===== config.mk =====
export PLATFORM = sky130hd
export DESIGN_NAME = squeeze_out
export DESIGN_NICKNAME = d
export VERILOG_FILES = /design/src/rtl/squeeze_out.sv
export SDC_FILE = /design/constraint.sdc
export NUM_CORES = 1
export LEC_CHECK = 0
export CAP_MARGIN = 20
export CELL_PAD_IN_SITES_DETAIL_PLACEMENT = 1
export CELL_PAD_IN_SITES_GLOBAL_PLACEMENT = 2
export CORE_MARGIN = 4
export CORE_UTILIZATION = 20
export DETAILED_ROUTE_END_ITERATION = 16
export PLACE_DENSITY_LB_ADDON = 0.1
export SETUP_SLACK_MARGIN = 0.15
export SYNTH_ARGS = -nofsm -noshare
export SYNTH_HDL_FRONTEND = slang
export SYNTH_SLANG_ARGS = --single-unit

===== constraint.sdc =====
create_clock -name clock_i -period 5.7 [get_ports clock_i]
set_input_delay 1.425 -clock clock_i [delete_from_list [all_inputs] [get_ports clock_i]]
set_output_delay 1.425 -clock clock_i [all_outputs]
set_load 0.02 [all_outputs]

===== src/rtl/squeeze_out.sv =====
// Output squeezer: captures a ciphertext word or a key-masked 128-bit tag from
// the permutation state and hands it downstream over a valid/ready handshake.
module squeeze_out #(
  parameter int unsigned CNT_W = 8
) (
  input  logic                  clock_i,
  input  logic                  reset_i,
  input  logic [4:0][63:0]      state_i,
  input  logic [127:0]          key_i,
  input  logic                  cap_block_i,
  input  logic                  cap_tag_i,
  output logic                  cap_rdy_o,
  output logic                  cap_err_o,
  output logic [63:0]           data_o,
  output logic                  data_valid_o,
  input  logic                  data_ready_i,
  output logic                  data_kind_o,
  output logic                  data_last_o,
  output logic [CNT_W-1:0]      block_cnt_o
);

  typedef enum logic [1:0] {
    IDLE   = 2'd0,
    BLOCK  = 2'd1,
    TAG_HI = 2'd2,
    TAG_LO = 2'd3
  } state_t;

  state_t             state_q, state_d;
  logic [63:0]        data_q, data_d;
  logic [63:0]        lo_q, lo_d;
  logic [CNT_W-1:0]   cnt_q, cnt_d;
  logic               err_q, err_d;
  logic               hs;

  always_ff @(posedge clock_i or posedge reset_i) begin
    if (reset_i) begin
      state_q <= IDLE;
      data_q  <= '0;
      lo_q    <= '0;
      cnt_q   <= '0;
      err_q   <= 1'b0;
    end else begin
      state_q <= state_d;
      data_q  <= data_d;
      lo_q    <= lo_d;
      cnt_q   <= cnt_d;
      err_q   <= err_d;
    end
  end

  // Status outputs decode straight from the state register so reset clears them at once.
  assign cap_rdy_o    = (state_q == IDLE);
  assign data_valid_o = (state_q != IDLE);
  assign data_kind_o  = (state_q == TAG_HI) || (state_q == TAG_LO);
  assign data_last_o  = (state_q == TAG_LO);
  assign data_o       = data_q;
  assign block_cnt_o  = cnt_q;
  assign cap_err_o    = err_q;
  assign hs           = data_valid_o & data_ready_i;

  always_comb begin
    state_d = state_q;
    data_d  = data_q;
    lo_d    = lo_q;
    cnt_d   = cnt_q;
    err_d   = 1'b0;
    unique case (state_q)
      IDLE: begin
        if (cap_tag_i) begin
          data_d  = state_i[3] ^ key_i[127:64];
          lo_d    = state_i[4] ^ key_i[63:0];
          state_d = TAG_HI;
          err_d   = cap_block_i;
        end else if (cap_block_i) begin
          data_d  = state_i[0];
          state_d = BLOCK;
        end
      end
      BLOCK: begin
        err_d = cap_block_i | cap_tag_i;
        if (hs) begin
          cnt_d   = cnt_q + CNT_W'(1);
          state_d = IDLE;
        end
      end
      TAG_HI: begin
        err_d = cap_block_i | cap_tag_i;
        if (hs) begin
          data_d  = lo_q;
          state_d = TAG_LO;
        end
      end
      TAG_LO: begin
        err_d = cap_block_i | cap_tag_i;
        if (hs) begin
          cnt_d   = '0;
          state_d = IDLE;
        end
      end
      default: state_d = IDLE;
    endcase
  end

endmodule


# Yosys cells after proc, flatten, opt, wreduce, memory -nomap -nowiden
# Index checks and enable logic that the tools add are counted.
# op_classes
mux	14
reduce_logical	11
addsub	1
n_eq_ne	8
bitwise	4
# op_table
cell	count
$mux W64	3
$pmux W64 S2	1
$xor A64 B64 Y64	2
$mux W8	2
$pmux W8 S2	1
$reduce_and A3 Y1	3
$add A8 B1 Y8 const B	1
$mux W2	4
$pmux W2 S3	1
$reduce_bool A2 Y1	3
$eq A2 B2 Y1 const B	2
$ne A2 B1 Y1 const B	2
$ne A2 B2 Y1 const B	2
$ne A3 B3 Y1 const B	1
$reduce_or A3 Y1	1
$eq A2 B1 Y1 const B	1
$logic_not A2 Y1	1
$pmux W1 S2	1
$reduce_and A2 Y1	1
$reduce_or A2 Y1	1
$and A1 B1 Y1	1
$logic_or A1 B1 Y1	1
$mux W1	1
$or A1 B1 Y1	1
# word_totals
inputBits	453
ff_bits	139
out_inout_bits	77
word_cells	43

# Depth between registers and ports, before layout
# Gate-level depths: netlist of run 1.
# depth
ltp_word	4
ltp_mapped	6
depth_no_buf	4

# Least setup slack after synthesis of run 1
# No wires, ideal clock.
# synth_timing
path_type	reg-to-output
start	register state_q[1]
end	output port data_valid_o
stages_incl_launch_ff	5
required_ns	4.275
slack_ns	3.036
arrival_time_ns	1.239
n_path_buf	2
cell_sequence	dfrtp_1 -> buf_2 -> buf_2 -> nor2_1 -> inv_1
# synth_via
elab_chain_cells	1
# synth_rtl
item	line	source
start, declared	29	state_t state_q, state_d;
start signal, assigned	44	state_q <= state_d;
$reduce_bool A2 Y1	54	assign data_valid_o = (state_q != IDLE);
end, declared	15	output logic data_valid_o,
# Every way passes these cells.

# Worst setup path in the final report of run 1
# layout_timing
start	register state_q[0]
end	output port data_valid_o
# Same word-level chain as after synthesis.

==> qor.json, run 1 <==
{
  "finalSetupViolCount": {"value": 0},
  "synth-warning-count": {"value": 0},
  "die_width": {"value": 206, "unit": "um"},
  "worstPathArrival": {"value": 2150, "unit": "ps"},
  "worst_ir_drop_vdd": {"value": 0.000197, "unit": "V"},
  "kind_of_start_point_of_the_critical_path": {"value": "flop"},
  "tritoncts.num_buffers": {"value": 17},
  "status": {"value": "finished, final reports clean"},
  "grt_start_max_net_pins": {"value": 130},
  "worst-slew-pin-transition": {"value": 1010, "unit": "ps"},
  "ctsHoldBuffers": {"value": 0},
  "critPathMaxFanout": {"value": 34},
  "clock_sink_count": {"value": 139},
  "wl_met2": {"value": 16.6, "unit": "mm"},
  "htree_levels": {"value": 4},
  "post_route_cells_drive_above_1_share": {"value": 4.70, "unit": "%"},
  "timing.max_cap.violations": {"value": 0},
  "antenna_violations_before_repair": {"value": 1},
  "floorplan.die_area": {"value": 42300, "unit": "um^2"},
  "drc": {"value": 0},
  "grt_use_total": {"value": 15.2, "unit": "%"},
  "synth_area_per_cell": {"value": 10.0, "unit": "um^2"},
  "area_growth": {"value": 64.6, "unit": "%"},
  "cts.root.buffer_cell": {"value": "sky130_fd_sc_hd__clkbuf_16"},
  "routed-wl-met3": {"value": 1.90, "unit": "mm"},
  "min_period": {"value": 3570, "unit": "ps"},
  "clk_latency": {"value": 420, "unit": "ps"},
  "inserted_diodes": {"value": 0},
  "hold_viol": {"value": 0},
  "topRoutingLayerUsed": {"value": "met5"},
  "postCtsResizedCells": {"value": 0},
  "initial_core_utilization": {"value": 20.2, "unit": "%"},
  "synth_nets": {"value": 1235},
  "worst_setup_hold_path_clk_slew": {"value": 60, "unit": "ps"},
  "synthDistinctLibCells": {"value": 36},
  "yosys_register_bits": {"value": 139},
  "met1Wirelength": {"value": 14.3, "unit": "mm"},
  "design.final.nets": {"value": 1592},
  "first_global_vias": {"value": 7933},
  "fin_worst_hold_slack": {"value": 525, "unit": "ps"},
  "fin_crit_sh": {"value": 62.6, "unit": "%"},
  "routed-via-count": {"value": 7432},
  "tritoncts_clock_tree": {"value": "done"},
  "critPathRequiredTime": {"value": 4280, "unit": "ps"},
  "core_rows": {"value": 72},
  "grt_first_pass_wirelength": {"value": 49.3, "unit": "mm"},
  "report.final.slew_viol_count": {"value": 0},
  "cp_endpoint_kind": {"value": "output pin"},
  "gp_routability_congestion": {"value": 0.696},
  "mappedNetlistArea": {"value": 7820, "unit": "um^2"},
  "clock_skew": {"value": 14.4, "unit": "ps"},
  "setup_tns": {"value": 0, "unit": "ps"},
  "worst_slew_margin_rel": {"value": 32.4, "unit": "%"},
  "floorplan.die.height": {"value": 206, "unit": "um"},
  "floorplan.core_area": {"value": 38600, "unit": "um^2"},
  "grt-ovfl-total": {"value": 0},
  "place.port_buffers": {"value": 401},
  "critPathKind": {"value": "flop to output pin"},
  "syn_inst": {"value": 781},
  "ant_nets": {"value": 0},
  "route.detailed.vias_per_inst": {"value": 4.46},
  "stdcell_count": {"value": 1666},
  "dp_slack": {"value": 1810, "unit": "ps"},
  "grt_setup_unrepaired": {"value": "false"},
  "power.static_leakage": {"value": 0.00488, "unit": "uW"},
  "route.final.wire_length": {"value": 33.0, "unit": "mm"},
  "hold_path_class": {"value": "flop to flop"},
  "wl_per_cell": {"value": 19.8, "unit": "um"},
  "final.setup.worst_slack": {"value": 2130, "unit": "ps"},
  "dpl.hpwl": {"value": 23.9, "unit": "mm"},
  "fmax": {"value": 280, "unit": "MHz"},
  "dpl.cell_count": {"value": 1637},
  "first_iter_violations": {"value": 285},
  "drt_pre_antenna_iters": {"value": 7},
  "ys_seq_area_share": {"value": 44.5, "unit": "%"},
  "power.density": {"value": 450, "unit": "nW/um^2"},
  "cts_post_setup_buffers_inserted": {"value": 0},
  "max_buffers_root_to_sink": {"value": 2},
  "floorplan.io_pins": {"value": 530}
}
[stage by stage]
step,area (um^2),power (uW),utilization (%)
after floorplan,7820,3400,-
after global placement,12300,4670,31.7
after detailed placement,12300,4700,31.7
after CTS,12900,5930,33.3
after global routing,12900,6240,33.3
final,12900,5790,33.3
[layout make-up]
class / instances / area [um^2]
clock buffers: 17 / 425
clock inverters: 12 / 176
fillers: 4338 / 25800
inverters: 2 / 12.5
multi-input cells: 564 / 3990
flip-flops and latches: 139 / 3480
well taps: 518 / 648
repair buffers: 414 / 4130
[kinds of logic (layout without fill, tap and decap cells)]
family,after synthesis,in the layout,share of synthesized area [%]
buf+inv,78,445,4.85
mux,4,4,0.544
simple gates,163,163,8.90
xor+xnor,128,128,14.3
compound gates,267,267,26.6
fa+ha+maj,2,2,0.288
flops,139,139,44.5
[cells in the mapped netlist]
cell | count | area share (%)
sky130_fd_sc_hd__dfrtp_1 | 139 | 45
sky130_fd_sc_hd__nor2_1 | 134 | 6.4
sky130_fd_sc_hd__xnor2_1 | 128 | 14
sky130_fd_sc_hd__a21oi_1 | 66 | 4.2
sky130_fd_sc_hd__a211o_1 | 65 | 7.3
sky130_fd_sc_hd__a2111oi_0 | 64 | 7.2
sky130_fd_sc_hd__a2bb2oi_1 | 64 | 7.2
sky130_fd_sc_hd__clkbuf_1 | 43 | 2.1
sky130_fd_sc_hd__buf_2 | 24 | 1.5
sky130_fd_sc_hd__buf_6 | 7 | 1.0
sky130_fd_sc_hd__nand2_1 | 7 | 0.34
sky130_fd_sc_hd__nor2b_1 | 4 | 0.32
sky130_fd_sc_hd__nand3_1 | 3 | 0.19
sky130_fd_sc_hd__o21ai_0 | 3 | 0.19
sky130_fd_sc_hd__a221o_1 | 2 | 0.26
sky130_fd_sc_hd__and2_1 | 2 | 0.16
sky130_fd_sc_hd__and3b_1 | 2 | 0.22
sky130_fd_sc_hd__and4b_1 | 2 | 0.26
sky130_fd_sc_hd__inv_1 | 2 | 0.096
sky130_fd_sc_hd__mux2_2 | 2 | 0.29
sky130_fd_sc_hd__mux2i_1 | 2 | 0.26
sky130_fd_sc_hd__nand2b_1 | 2 | 0.16
sky130_fd_sc_hd__a21o_1 | 1 | 0.096
sky130_fd_sc_hd__a221oi_1 | 1 | 0.11
sky130_fd_sc_hd__and3_1 | 1 | 0.080
sky130_fd_sc_hd__and4_1 | 1 | 0.11
sky130_fd_sc_hd__buf_1 | 1 | 0.048
sky130_fd_sc_hd__buf_4 | 1 | 0.096
sky130_fd_sc_hd__ha_1 | 1 | 0.16
sky130_fd_sc_hd__maj3_1 | 1 | 0.13
sky130_fd_sc_hd__nor3_2 | 1 | 0.13
sky130_fd_sc_hd__nor3_4 | 1 | 0.21
sky130_fd_sc_hd__nor3b_1 | 1 | 0.096
sky130_fd_sc_hd__nor4b_1 | 1 | 0.11
sky130_fd_sc_hd__o21ai_1 | 1 | 0.064
sky130_fd_sc_hd__or2_2 | 1 | 0.080
[critical path, stage by stage (launching register included)]
cell                              delay [ps]
sky130_fd_sc_hd__dfrtp_2                 830
sky130_fd_sc_hd__nor2_1                  170
sky130_fd_sc_hd__inv_1                   120
sky130_fd_sc_hd__clkdlybuf4s50_1         620
[power breakdown]
part / switching (uW) / internal, uW
Combinational: 1430 / 1350
Sequential: 364 / 1460
Clock: 450 / 725
Total: 2250 / 3540
[state kept, by name, indices dropped and copies added, names as in the netlist]
register	count
cap_err_o	1
block_cnt_o	8
lo_q	64
data_o	64
state_q	2
[routing by layer]
metal	GRT usage (%)	vias to the layer above
li1	-	3567
met1	19.5	3650
met2	26.3	197
met3	3.74	16
met4	2.97	2
met5	0	-
[placed cells by master, fill, tap and decap left out, drive strengths merged, types with 2 or more instances in the layout]
master	n
buf	14
a21oi	66
a211o	65
clkinv	6
a2bb2oi	64
clkinvlp	2
a2111oi	64
o21ai	4
nor2b	4
xnor2	128
bufinv	4
nand2b	2
nand2	7
and4b	2
inv	2
and2	2
nor2	134
mux2	2
and3b	2
a221o	2
nor3	2
mux2i	2
dfrtp	139
nand3	3
clkbuf	17
clkdlybuf4s50	400
[path summary, 6_finish.rpt]
kind / start / to / slack (ps) / cells past startpoint
hold / removal: lo_q[19]$_DFFE_PP0P_ / lo_q[19]$_DFFE_PP0P_ / 520 / 2
hold reg to reg: lo_q[19]$_DFFE_PP0P_ / lo_q[19]$_DFFE_PP0P_ / 520 / 2
setup reg to reg: state_q[1]$_DFFE_PP0P_ / data_o[53]$_DFFE_PP0P_ / 2530 / 5
max in group asynchronous: reset_i / lo_q[12]$_DFFE_PP0P_ / 3260 / 3
setup / recovery: state_q[0]$_DFFE_PP0P_ / data_valid_o / 2130 / 3
min in group asynchronous: reset_i / data_o[26]$_DFFE_PP0P_ / 1590 / 2
Note: power is estimated with default switching activity, not from simulation.
==> inputs of run 2 (changes only) <==
==> constraint.sdc (replaced) <==
create_clock -name clock_i -period 3.3 [get_ports clock_i]
set_input_delay 0.825 -clock clock_i [delete_from_list [all_inputs] [get_ports clock_i]]
set_output_delay 0.825 -clock clock_i [all_outputs]
set_load 0.02 [all_outputs]
==> qor.json, run 2 (synthesis gave the netlist of run 1 again) <==
{
  "status": {"value": "finished, final reports clean"},
  "tritoncts.num_buffers": {"value": 17},
  "design.final.nets": {"value": 1600},
  "timing.max_cap.violations": {"value": 0},
  "power.density": {"value": 768, "unit": "nW/um^2"},
  "hold_viol": {"value": 0},
  "ctsHoldBuffers": {"value": 0},
  "ant_nets": {"value": 0},
  "postCtsResizedCells": {"value": 0},
  "htree_levels": {"value": 4},
  "setup_tns": {"value": 0, "unit": "ps"},
  "wl_met2": {"value": 16.5, "unit": "mm"},
  "floorplan.io_pins": {"value": 530},
  "first_iter_violations": {"value": 330},
  "layout.cells.most_common": {"value": "sky130_fd_sc_hd__clkdlybuf4s50_1"},
  "first_global_vias": {"value": 7811},
  "met1Wirelength": {"value": 14.0, "unit": "mm"},
  "tritoncts_clock_tree": {"value": "done"},
  "cts_post_setup_buffers_inserted": {"value": 0},
  "route.detailed.vias_per_inst": {"value": 4.48},
  "worst_hold_startpoint": {"value": "lo_q[5]$_DFFE_PP0P_"},
  "dp_slack": {"value": 371, "unit": "ps"},
  "worstPathArrival": {"value": 1880, "unit": "ps"},
  "floorplan.die_area": {"value": 42300, "unit": "um^2"},
  "timing.critical_path.from": {"value": "state_q[1]$_DFFE_PP0P_"},
  "power.switching_fraction": {"value": 39.0, "unit": "%"},
  "worst_setup_hold_path_clk_slew": {"value": 60, "unit": "ps"},
  "worst_slew_margin_rel": {"value": 29.8, "unit": "%"},
  "topRoutingLayerUsed": {"value": "met4"},
  "route.final.wire_length": {"value": 32.8, "unit": "mm"},
  "critPathRequiredTime": {"value": 2470, "unit": "ps"},
  "place.port_buffers": {"value": 401},
  "dpl.hpwl": {"value": 24.0, "unit": "mm"},
  "core_rows": {"value": 72},
  "floorplan.core_area": {"value": 38600, "unit": "um^2"},
  "routed-via-count": {"value": 7505},
  "power.static_leakage": {"value": 0.00490, "unit": "uW"},
  "power.share.clock": {"value": 19.3, "unit": "%"},
  "post_route_cells_drive_above_1_share": {"value": 5.36, "unit": "%"},
  "area_growth": {"value": 65.7, "unit": "%"},
  "power.sequential.fraction": {"value": 31.0, "unit": "%"},
  "seq_area": {"value": 3480, "unit": "um^2"},
  "floorplan.die.height": {"value": 206, "unit": "um"},
  "hold_path_class": {"value": "flop to flop"},
  "clock_skew": {"value": 8.60, "unit": "ps"},
  "grt_start_max_net_pins": {"value": 74},
  "grt_first_pass_wirelength": {"value": 48.5, "unit": "mm"},
  "die_width": {"value": 206, "unit": "um"},
  "fillers": {"value": 4354},
  "internal_power": {"value": 6070, "unit": "uW"},
  "finalSetupViolCount": {"value": 0},
  "cts.root.buffer_cell": {"value": "sky130_fd_sc_hd__clkbuf_16"},
  "drt_pre_antenna_iters": {"value": 6},
  "share_comb_of_total_power": {"value": 49.8, "unit": "%"},
  "min_period": {"value": 2710, "unit": "ps"},
  "gp_routability_congestion": {"value": 0.665},
  "kind_of_start_point_of_the_critical_path": {"value": "flop"},
  "worst_ir_drop_vdd": {"value": 0.000560, "unit": "V"},
  "critPathKind": {"value": "flop to output pin"},
  "grt-ovfl-total": {"value": 0},
  "clk_latency": {"value": 420, "unit": "ps"},
  "max_buffers_root_to_sink": {"value": 2},
  "grt_use_total": {"value": 14.9, "unit": "%"},
  "worst_r2r_startpoint": {"value": "state_q[1]$_DFFE_PP0P_"},
  "drc": {"value": 0},
  "cp_endpoint_kind": {"value": "output pin"},
  "clock_sink_count": {"value": 139},
  "routed-wl-met3": {"value": 1.99, "unit": "mm"},
  "multi_input_area": {"value": 3990, "unit": "um^2"},
  "fin_crit_sh": {"value": 82.1, "unit": "%"},
  "wl_per_cell": {"value": 19.6, "unit": "um"},
  "antenna_violations_before_repair": {"value": 1},
  "worst-slew-pin-transition": {"value": 1050, "unit": "ps"},
  "grt_setup_unrepaired": {"value": "false"},
  "final.setup.worst_slack": {"value": 592, "unit": "ps"},
  "initial_core_utilization": {"value": 20.2, "unit": "%"},
  "power.net_switching": {"value": 3880, "unit": "uW"},
  "fmax": {"value": 369, "unit": "MHz"},
  "critPathMaxFanout": {"value": 28},
  "report.final.slew_viol_count": {"value": 0},
  "highest_count_cells_in_the_layout_ignoring_fill_and_taps": {"value": "400 x sky130_fd_sc_hd__clkdlybuf4s50_1, 137 x sky130_fd_sc_hd__dfrtp_1, 134 x sky130_fd_sc_hd__nor2_1"}
}
==> run 2: cell types whose count changed in the layout (fill, tap and decap cells not counted) <==
cell / change
sky130_fd_sc_hd__buf_12: +4
sky130_fd_sc_hd__buf_4: +4
sky130_fd_sc_hd__bufinv_16: -2
sky130_fd_sc_hd__clkbuf_1: +1
sky130_fd_sc_hd__clkbuf_8: +2
sky130_fd_sc_hd__clkinv_2: -2
sky130_fd_sc_hd__clkinv_4: -3
sky130_fd_sc_hd__clkinvlp_4: +5
sky130_fd_sc_hd__diode_2: +1
==> run 2: worst max-delay path, stage by stage, from the launching register on <==
cell	delay, ps
sky130_fd_sc_hd__dfrtp_4	620
sky130_fd_sc_hd__nor2_1	200
sky130_fd_sc_hd__clkdlybuf4s50_1	640
==> run 2: cell type report <==
cell class | instances | area share [%]
diodes | 1 | 0.0193
well taps | 518 | 5.00
inverters | 2 | 0.0870
clock buffers | 20 | 3.53
clock inverters | 10 | 0.918
multi-input cells | 564 | 30.8
repair buffers | 422 | 32.8
flip-flops and latches | 139 | 26.9
==> run 2: final timing paths <==
check,end,slack (ps),depth (start not counted)
max in group asynchronous,lo_q[5]$_DFFE_PP0P_,1730,3
max,cap_rdy_o,590,2
min reg2reg,lo_q[5]$_DFFE_PP0P_,520,2
max reg2reg,data_o[31]$_DFFE_PP0P_,1050,4
min in group asynchronous,data_o[18]$_DFFE_PP0P_,800,2
min,lo_q[5]$_DFFE_PP0P_,520,2
==> run 2: routing by layer <==
metal  global-route usage (%)  vias to the layer above
met1                     18.8                     3718
met4                     3.18                        0
met3                     4.03                       12
li1                         -                     3584
met2                     25.6                      191
met5                        0                        -
==> run 2: power groups by stage <==
| stage | Clock [uW] | Sequential [uW] | Combinational (uW) |
|---|---|---|---|
| CTS | 1990 | 3090 | 5090 |
| global route | 2070 | 3210 | 5400 |
| floorplan | 0 | 3410 | 2460 |
| finish | 1920 | 3080 | 4950 |
| detailed placement | 0 | 3100 | 5070 |
| global placement | 0 | 3090 | 5040 |
==> run 2: stage by stage <==
step	instances	cell area (um^2)	util, %	total power (uW)	hold WS (ps)
floorplan	781	7820	-	5870	490
global placement	1645	12400	32.0	8120	501
detailed placement	1645	12400	32.0	8170	513
CTS	1675	12900	33.5	10200	529
global route	1676	12900	33.5	10700	549
finish	1676	12900	33.5	9950	521
